==> config.mk <==
export PLATFORM = sky130hd
export DESIGN_NAME = updown_generic_counter_flat
export DESIGN_NICKNAME = d
export VERILOG_FILES = /design/src/rtl/updown_generic_counter_if.sv /design/src/rtl/updown_generic_counter.sv /design/src/flat_wrapper.sv
export SDC_FILE = /design/constraint.sdc
export NUM_CORES = 1
export LEC_CHECK = 0
export BUFFER_PORTS_ARGS = -buffer_cell sky130_fd_sc_hd__buf_2
export CELL_PAD_IN_SITES_DETAIL_PLACEMENT = 1
export CELL_PAD_IN_SITES_GLOBAL_PLACEMENT = 1
export CORE_MARGIN = 5
export CORE_UTILIZATION = 35
export DETAILED_ROUTE_END_ITERATION = 8
export PLACE_DENSITY_LB_ADDON = 0.1
export SYNTH_ARGS = -nofsm -noshare
export SYNTH_HDL_FRONTEND = slang
export SYNTH_SLANG_ARGS = --single-unit
==> constraint.sdc <==
create_clock -name CLK -period 6.25 [get_ports CLK]
set_input_delay 0 -clock CLK [delete_from_list [all_inputs] [get_ports CLK]]
set_output_delay 0 -clock CLK [all_outputs]
set_load 0.01 [all_outputs]
==> src/rtl/updown_generic_counter_if.sv <==
// Bus bundle for updown_generic_counter: control inputs, runtime bounds and count outputs.
// PRESCALE is only consumed when UPDOWN_COUNTER_PRESCALE_EN is defined.
interface updown_generic_counter_if #(
  parameter int unsigned COUNTER_WIDTH  = 8,
  parameter int unsigned PRESCALE_WIDTH = 4
);
  logic                      ENABLE;
  logic                      LOAD;
  logic [COUNTER_WIDTH-1:0]  LOAD_VALUE;
  logic [COUNTER_WIDTH-1:0]  MAX_VALUE;
  logic                      DIR;
  logic                      SATURATE;
  logic [PRESCALE_WIDTH-1:0] PRESCALE;
  logic [COUNTER_WIDTH-1:0]  COUNT;
  logic                      TRIG_OUT;
  logic                      TERMINAL;

  modport master (
    output ENABLE, LOAD, LOAD_VALUE, MAX_VALUE, DIR, SATURATE, PRESCALE,
    input  COUNT, TRIG_OUT, TERMINAL
  );

  modport slave (
    input  ENABLE, LOAD, LOAD_VALUE, MAX_VALUE, DIR, SATURATE, PRESCALE,
    output COUNT, TRIG_OUT, TERMINAL
  );
endinterface

==> src/rtl/updown_generic_counter.sv <==
// Up/down counter with runtime terminal value, load clamp, wrap/saturate and cascade pulse.
// Optional enable prescaler compiled in with UPDOWN_COUNTER_PRESCALE_EN.
module updown_generic_counter #(
  parameter int unsigned COUNTER_WIDTH  = 8,
  parameter int unsigned PRESCALE_WIDTH = 4
) (
  input logic                    CLK,
  input logic                    RESET,
  updown_generic_counter_if.slave bus
);
  localparam int unsigned CW = COUNTER_WIDTH;
  localparam int unsigned PW = PRESCALE_WIDTH;

  logic [CW-1:0] count_q, count_d;
  logic          trig_q, trig_d;
  logic          terminal_c;
  logic          step_c;

`ifdef UPDOWN_COUNTER_PRESCALE_EN
  logic [PW-1:0] pre_q, pre_d;
  logic          pre_tick_c;

  // >= so a PRESCALE lowered below the running count fires on the next enable
  assign pre_tick_c = (pre_q >= bus.PRESCALE);
  assign step_c     = bus.ENABLE & pre_tick_c;

  always_comb begin
    pre_d = pre_q;
    if (bus.LOAD) begin
      pre_d = '0;
    end else if (bus.ENABLE) begin
      pre_d = pre_tick_c ? '0 : pre_q + PW'(1);
    end
  end

  always_ff @(posedge CLK or posedge RESET) begin
    if (RESET) begin
      pre_q <= '0;
    end else begin
      pre_q <= pre_d;
    end
  end
`else
  logic unused_prescale;
  assign unused_prescale = ^bus.PRESCALE;
  assign step_c          = bus.ENABLE;
`endif

  assign terminal_c = bus.DIR ? (count_q >= bus.MAX_VALUE) : (count_q == '0);

  // Next count / trigger: load beats step beats hold
  always_comb begin
    count_d = count_q;
    trig_d  = 1'b0;
    if (bus.LOAD) begin
      count_d = (bus.LOAD_VALUE > bus.MAX_VALUE) ? bus.MAX_VALUE : bus.LOAD_VALUE;
    end else if (step_c) begin
      trig_d = terminal_c;
      if (bus.DIR) begin
        if (count_q < bus.MAX_VALUE) begin
          count_d = count_q + CW'(1);
        end else begin
          count_d = bus.SATURATE ? bus.MAX_VALUE : '0;
        end
      end else begin
        if (count_q > bus.MAX_VALUE) begin
          count_d = bus.MAX_VALUE;
        end else if (count_q == '0) begin
          count_d = bus.SATURATE ? '0 : bus.MAX_VALUE;
        end else begin
          count_d = count_q - CW'(1);
        end
      end
    end
  end

  always_ff @(posedge CLK or posedge RESET) begin
    if (RESET) begin
      count_q <= '0;
      trig_q  <= 1'b0;
    end else begin
      count_q <= count_d;
      trig_q  <= trig_d;
    end
  end

  assign bus.COUNT    = count_q;
  assign bus.TRIG_OUT = trig_q;
  assign bus.TERMINAL = terminal_c;
endmodule

==> src/flat_wrapper.sv <==
// flat-port wrapper written by rule: the top's interface ports become plain ports
module updown_generic_counter_flat 
#(
  parameter int unsigned COUNTER_WIDTH  = 8,
  parameter int unsigned PRESCALE_WIDTH = 4
)
  (CLK, RESET, bus_ENABLE, bus_LOAD, bus_LOAD_VALUE, bus_MAX_VALUE, bus_DIR, bus_SATURATE, bus_PRESCALE, bus_COUNT, bus_TRIG_OUT, bus_TERMINAL);
  updown_generic_counter_if #(.COUNTER_WIDTH(COUNTER_WIDTH), .PRESCALE_WIDTH(PRESCALE_WIDTH)) bus_i ();
  input logic CLK;
  input logic RESET;
  input wire logic [$bits(bus_i.ENABLE)-1:0] bus_ENABLE;
  input wire logic [$bits(bus_i.LOAD)-1:0] bus_LOAD;
  input wire logic [$bits(bus_i.LOAD_VALUE)-1:0] bus_LOAD_VALUE;
  input wire logic [$bits(bus_i.MAX_VALUE)-1:0] bus_MAX_VALUE;
  input wire logic [$bits(bus_i.DIR)-1:0] bus_DIR;
  input wire logic [$bits(bus_i.SATURATE)-1:0] bus_SATURATE;
  input wire logic [$bits(bus_i.PRESCALE)-1:0] bus_PRESCALE;
  output wire logic [$bits(bus_i.COUNT)-1:0] bus_COUNT;
  output wire logic [$bits(bus_i.TRIG_OUT)-1:0] bus_TRIG_OUT;
  output wire logic [$bits(bus_i.TERMINAL)-1:0] bus_TERMINAL;
  assign bus_i.ENABLE = bus_ENABLE;
  assign bus_i.LOAD = bus_LOAD;
  assign bus_i.LOAD_VALUE = bus_LOAD_VALUE;
  assign bus_i.MAX_VALUE = bus_MAX_VALUE;
  assign bus_i.DIR = bus_DIR;
  assign bus_i.SATURATE = bus_SATURATE;
  assign bus_i.PRESCALE = bus_PRESCALE;
  assign bus_COUNT = bus_i.COUNT;
  assign bus_TRIG_OUT = bus_i.TRIG_OUT;
  assign bus_TERMINAL = bus_i.TERMINAL;
  updown_generic_counter #(.COUNTER_WIDTH(COUNTER_WIDTH), .PRESCALE_WIDTH(PRESCALE_WIDTH)) u_core (.CLK(CLK), .RESET(RESET), .bus(bus_i));
endmodule
# Word-level counts from Yosys, hierarchy flattened
# Cells that the tools add are included.
[classes]
n_reduce_logical = 2
n_addsub = 2
order_cmp = 4
mux = 12
[op_table]
columns = ["operator", "count"]
rows = [
  ["$mux W8", 9],
  ["$gt A8 B8 Y1", 2],
  ["$add A8 B1 Y8 const B", 1],
  ["$ge A8 B8 Y1", 1],
  ["$logic_not A8 Y1", 1],
  ["$lt A8 B8 Y1", 1],
  ["$sub A8 B1 Y8 const B", 1],
  ["$mux W1", 3],
  ["$reduce_bool A2 Y1", 1],
]
[totals]
inputBits = 26
reg_bits = 9
wordCells = 22

# Logic depth before layout (Yosys ltp)
[logic_depth]
ltp_word = 6
mapped_depth = 9

# Worst setup path before layout
# Ideal clock, no wire load.
[synth_timing]
path_kind = "register to register"
from = "register u_core.count_q[0] (netlist: u_core.bus.COUNT[0])"
to = "register u_core.count_q[2] (netlist: u_core.bus.COUNT[2])"
stages_incl_launch_ff = 10
arrival_ns = 2.167
path_buffers = 1
setup_ns = 0.126
setup_slack_ns = 3.957
required_ns = 6.124
synth_period_minus_slack_ns = 2.293
cell_sequence = "dfrtp_1 > clkbuf_1 > inv_1 > ha_1 > nor2b_1 > o211ai_1 > a21oi_1 > o21ai_2 > a221o_1 > o311a_1"
[synth_between]
elab_chain_len = 6
word_cells_on_any_way = 11
[synth_rtl]
columns = ["element", "line_no", "text"]
rows = [
  ["start: declaration", "updown_generic_counter.sv:14", "logic [CW-1:0] count_q, count_d;"],
  ["start signal: assignment", "updown_generic_counter.sv:82", "count_q <= count_d;"],
  ["$sub A8 B1 Y8 or $logic_not A8 Y1 (tied branches)", "updown_generic_counter.sv:71, updown_generic_counter.sv:68", ""],
  ["$mux W8", "updown_generic_counter.sv:68", "end else if (count_q == '0) begin"],
  ["$mux W8", "updown_generic_counter.sv:66", "if (count_q > bus.MAX_VALUE) begin"],
  ["$mux W8 *", "updown_generic_counter.sv:59", "if (bus.DIR) begin"],
  ["$mux W8 *", "updown_generic_counter.sv:57", "end else if (step_c) begin"],
  ["$mux W8 *", "updown_generic_counter.sv:55", "if (bus.LOAD) begin"],
]
# Mark *: on every way between the ends. The rest lies on a longest branch, timed or not. The select of a mux whose other input is x is not followed.
# A chain may end at the register's enable or synchronous reset.

# Worst setup path in the final report
[layout_timing]
from = "register u_core.count_q[1] (netlist: u_core.bus.COUNT[1])"
to = "register u_core.count_q[6] (netlist: u_core.bus.COUNT[6])"
# The elaborated chain is that of the path after synthesis.

==> impl_metrics.yaml <==
cells_and_area:
  nNetsFinal: 259
  n_antenna_cell: 0
  drive_gt1_frac: 0.249
  final_common_cell: "buf_2"
  fillers: 548
  area_delta_synth_final_pct: 14.8
  layout_common_cells: "buf_2 (31), ha_1 (19), a21oi_1 (15)"
setup_path:
  worst_r2r_endpoint: "u_core.bus.COUNT[6]"
  path_class: "reg2reg"
  rr_startpoint: "u_core.bus.COUNT[1]"
  start_kind: "register"
  required_ns: 6.40
  rrSetupSlack_ns: 3.58
  crit_start: "u_core.bus.COUNT[1]"
  path_max_fanout: 9
  arrival_ns: 2.82
  crit_path_end_kind: "register"
  rr_worst_depth: 7
clock_network:
  path_clk_slew_ns: 0.05
  cts.sinks: 9
  post_cts_resized: 0
  cts_buffers: 3
  htreeDepth: 1
  clockRootBuffer: "clkbuf_8"
  clk_latency_ns: 0.24
  cts_tree: "done"
  clockBufferDepth: 2
timing:
  final.min_clock_period_ns: 2.67
  hold_viol: 0
  rsz0062_at_grt: "no"
  setup_viol: 0
  tns_ns: 0
  report.final.slew_viol_count: 0
  finalCritPeriodShare: 0.427
  whs_ns: 0.151
  max_freq_mhz: 375
  tightestPinTransition_ns: 0.658
  finClkSkew_ns: 0.00183
  slew_headroom: 0.558
worst_hold_path:
  hold_class: "in2reg"
  min_path_cells: 4
  hold_start: "bus_LOAD_VALUE[6]"
  min_to: "u_core.bus.COUNT[6]"
logic_synthesis:
  synthMuxAreaShare: 0.0656
  synth_top_family_by_area: "compound AO/OA/AOI/OAI gates"
  syn_area_mm2: 0.00153
  synth_fa_ha_area_frac: 0.156
  synth_nets: 232
  synth_edf_count: 0
  synth_flop_cell: "dfrtp_1"
  yosys.area_share.simple: 0.231
  seq_area_frac_synth: 0.148
  synth_xor_area_frac: 0.0631
  synth-seq-cells: 9
  syn_area_per_cell_um2: 8.16
  synth_compound_area_frac: 0.272
  synth.distinct_cells: 52
  async_flop_share: 1.00
  postSynthCellCount: 187
  ys.warnings.count: 0
floorplanning:
  die_area_mm2: 0.00578
  die_w_um: 76.0
  num_rows: 24
  start_util: 0.355
  die_y_um: 76.0
  ioPinCount: 36
  core-area_mm2: 0.00429
global_route:
  grt_pass1_wl_mm: 8.94
  grt_use_met3: 0.0189
  grt-busiest-layer: "met2"
  grtUsageTotal: 0.185
  use_met2: 0.320
  grt_max_degree: 19
  grt-ovfl-total: 0
  antenna_found_initial: 0
  use_met1: 0.241
  grt_pass1_vias: 1766
detailed_routing:
  num_vias: 1627
  wl_per_cell_um: 20.1
  wl_mm: 5.34
  first_pass_iters: 4
  post_drt_via_cell_ratio: 6.14
  drt_iter0_drc: 95
  drcViolationCount: 0
  ant_nets: 0
power:
  peakVddDrop_uv: 131
  leakage_nw: 0.765
  power_density_mw_per_mm2: 217
  power_uw: 380
flow_run:
  cap_violations: 0
placement:
  io_buffer_count: 31
  gp_congestion: 0.887
  dp_hpwl_mm: 4.18
status:
  status: "finished, final reports clean"
[cell type report]
| class | count | area, um2 | share of cell area |
|---|---|---|---|
| Inverter | 13 | 48.8 | 0.0279 |
| Clock buffer | 4 | 45.0 | 0.0257 |
| Timing Repair Buffer | 32 | 165 | 0.0943 |
| Sequential cell | 9 | 225 | 0.129 |
| Tap cell | 52 | 65.1 | 0.0371 |
| Multi-Input combinational cell | 155 | 1200 | 0.686 |
[worst max-delay path by stage]
stage	cells past startpoint	end
after floorplan	9	u_core.bus.COUNT[2]
after global placement	7	u_core.bus.COUNT[6]
after detailed placement	7	u_core.bus.COUNT[6]
after CTS	7	u_core.bus.COUNT[6]
after global routing	7	u_core.bus.COUNT[6]
final	7	u_core.bus.COUNT[6]
[per-layer routing]
layer	share of wire	wire length (um)
met3	0.025	135
met4	0.012	65
met2	0.50	2650
met5	0	0
met1	0.47	2490
[metrics by stage]
stage	area [um2]	setup WS, ns	std cells	util
2_1_floorplan	1530	3.96	187	-
3_3_place_gp	1700	3.70	260	0.395
3_5_place_dp	1700	3.62	260	0.395
4_1_cts	1750	3.60	265	0.408
5_1_grt	1750	3.42	265	0.408
6_report	1750	3.58	265	0.408
[report_power, final]
| group | switching [mW] | total, mW | internal [mW] |
|---|---|---|---|
| Sequential | 0.0304 | 0.0980 | 0.0677 |
| Combinational | 0.120 | 0.209 | 0.0891 |
| Clock | 0.0279 | 0.0728 | 0.0449 |
[kinds of logic (layout without fill, tap and decap cells)]
kind of cell | Yosys count | after routing
DFF | 9 | 9
and+or+nand+nor | 62 | 62
buffers and inverters | 23 | 49
AOI/OAI and AO/OA | 54 | 54
xor gates and xnor gates | 11 | 11
adders and majority gates | 19 | 19
muxes | 9 | 9
[synthesized netlist by cell type, drive strengths merged, types with 6 or more instances]
library cell	instances	area, um2
dfrtp	9	225
nor3b	6	45.0
inv	12	45.0
xor2	6	52.6
nor2	14	52.6
a21oi	15	75.1
nor3	9	56.3
nand2	8	30.0
mux2	8	90.1
ha	19	238
o21ai	6	33.8
a221oi	7	67.6
[worst max-delay path, cell delays in order, from the launching register on]
cell and delay, ns:
dfrtp_1 0.50, ha_1 0.36, nor2b_1 0.13, o211ai_1 0.26, a21oi_1 0.27, o21ai_2 0.47
mux2_2 0.39, o31ai_1 0.18
[what timing repair did]
item,4_1_cts,5_1_grt
endpoints found under the hold margin,9,0
hold buffers,1,0
setup buffers,0,0
setup endpoints to repair,0,0
[sequential cells by signal (all words and copies together), names as in the netlist]
name,count
u_core.bus.TRIG_OUT,1
u_core.bus.COUNT,8
Note: power is estimated with default switching activity, not from simulation.
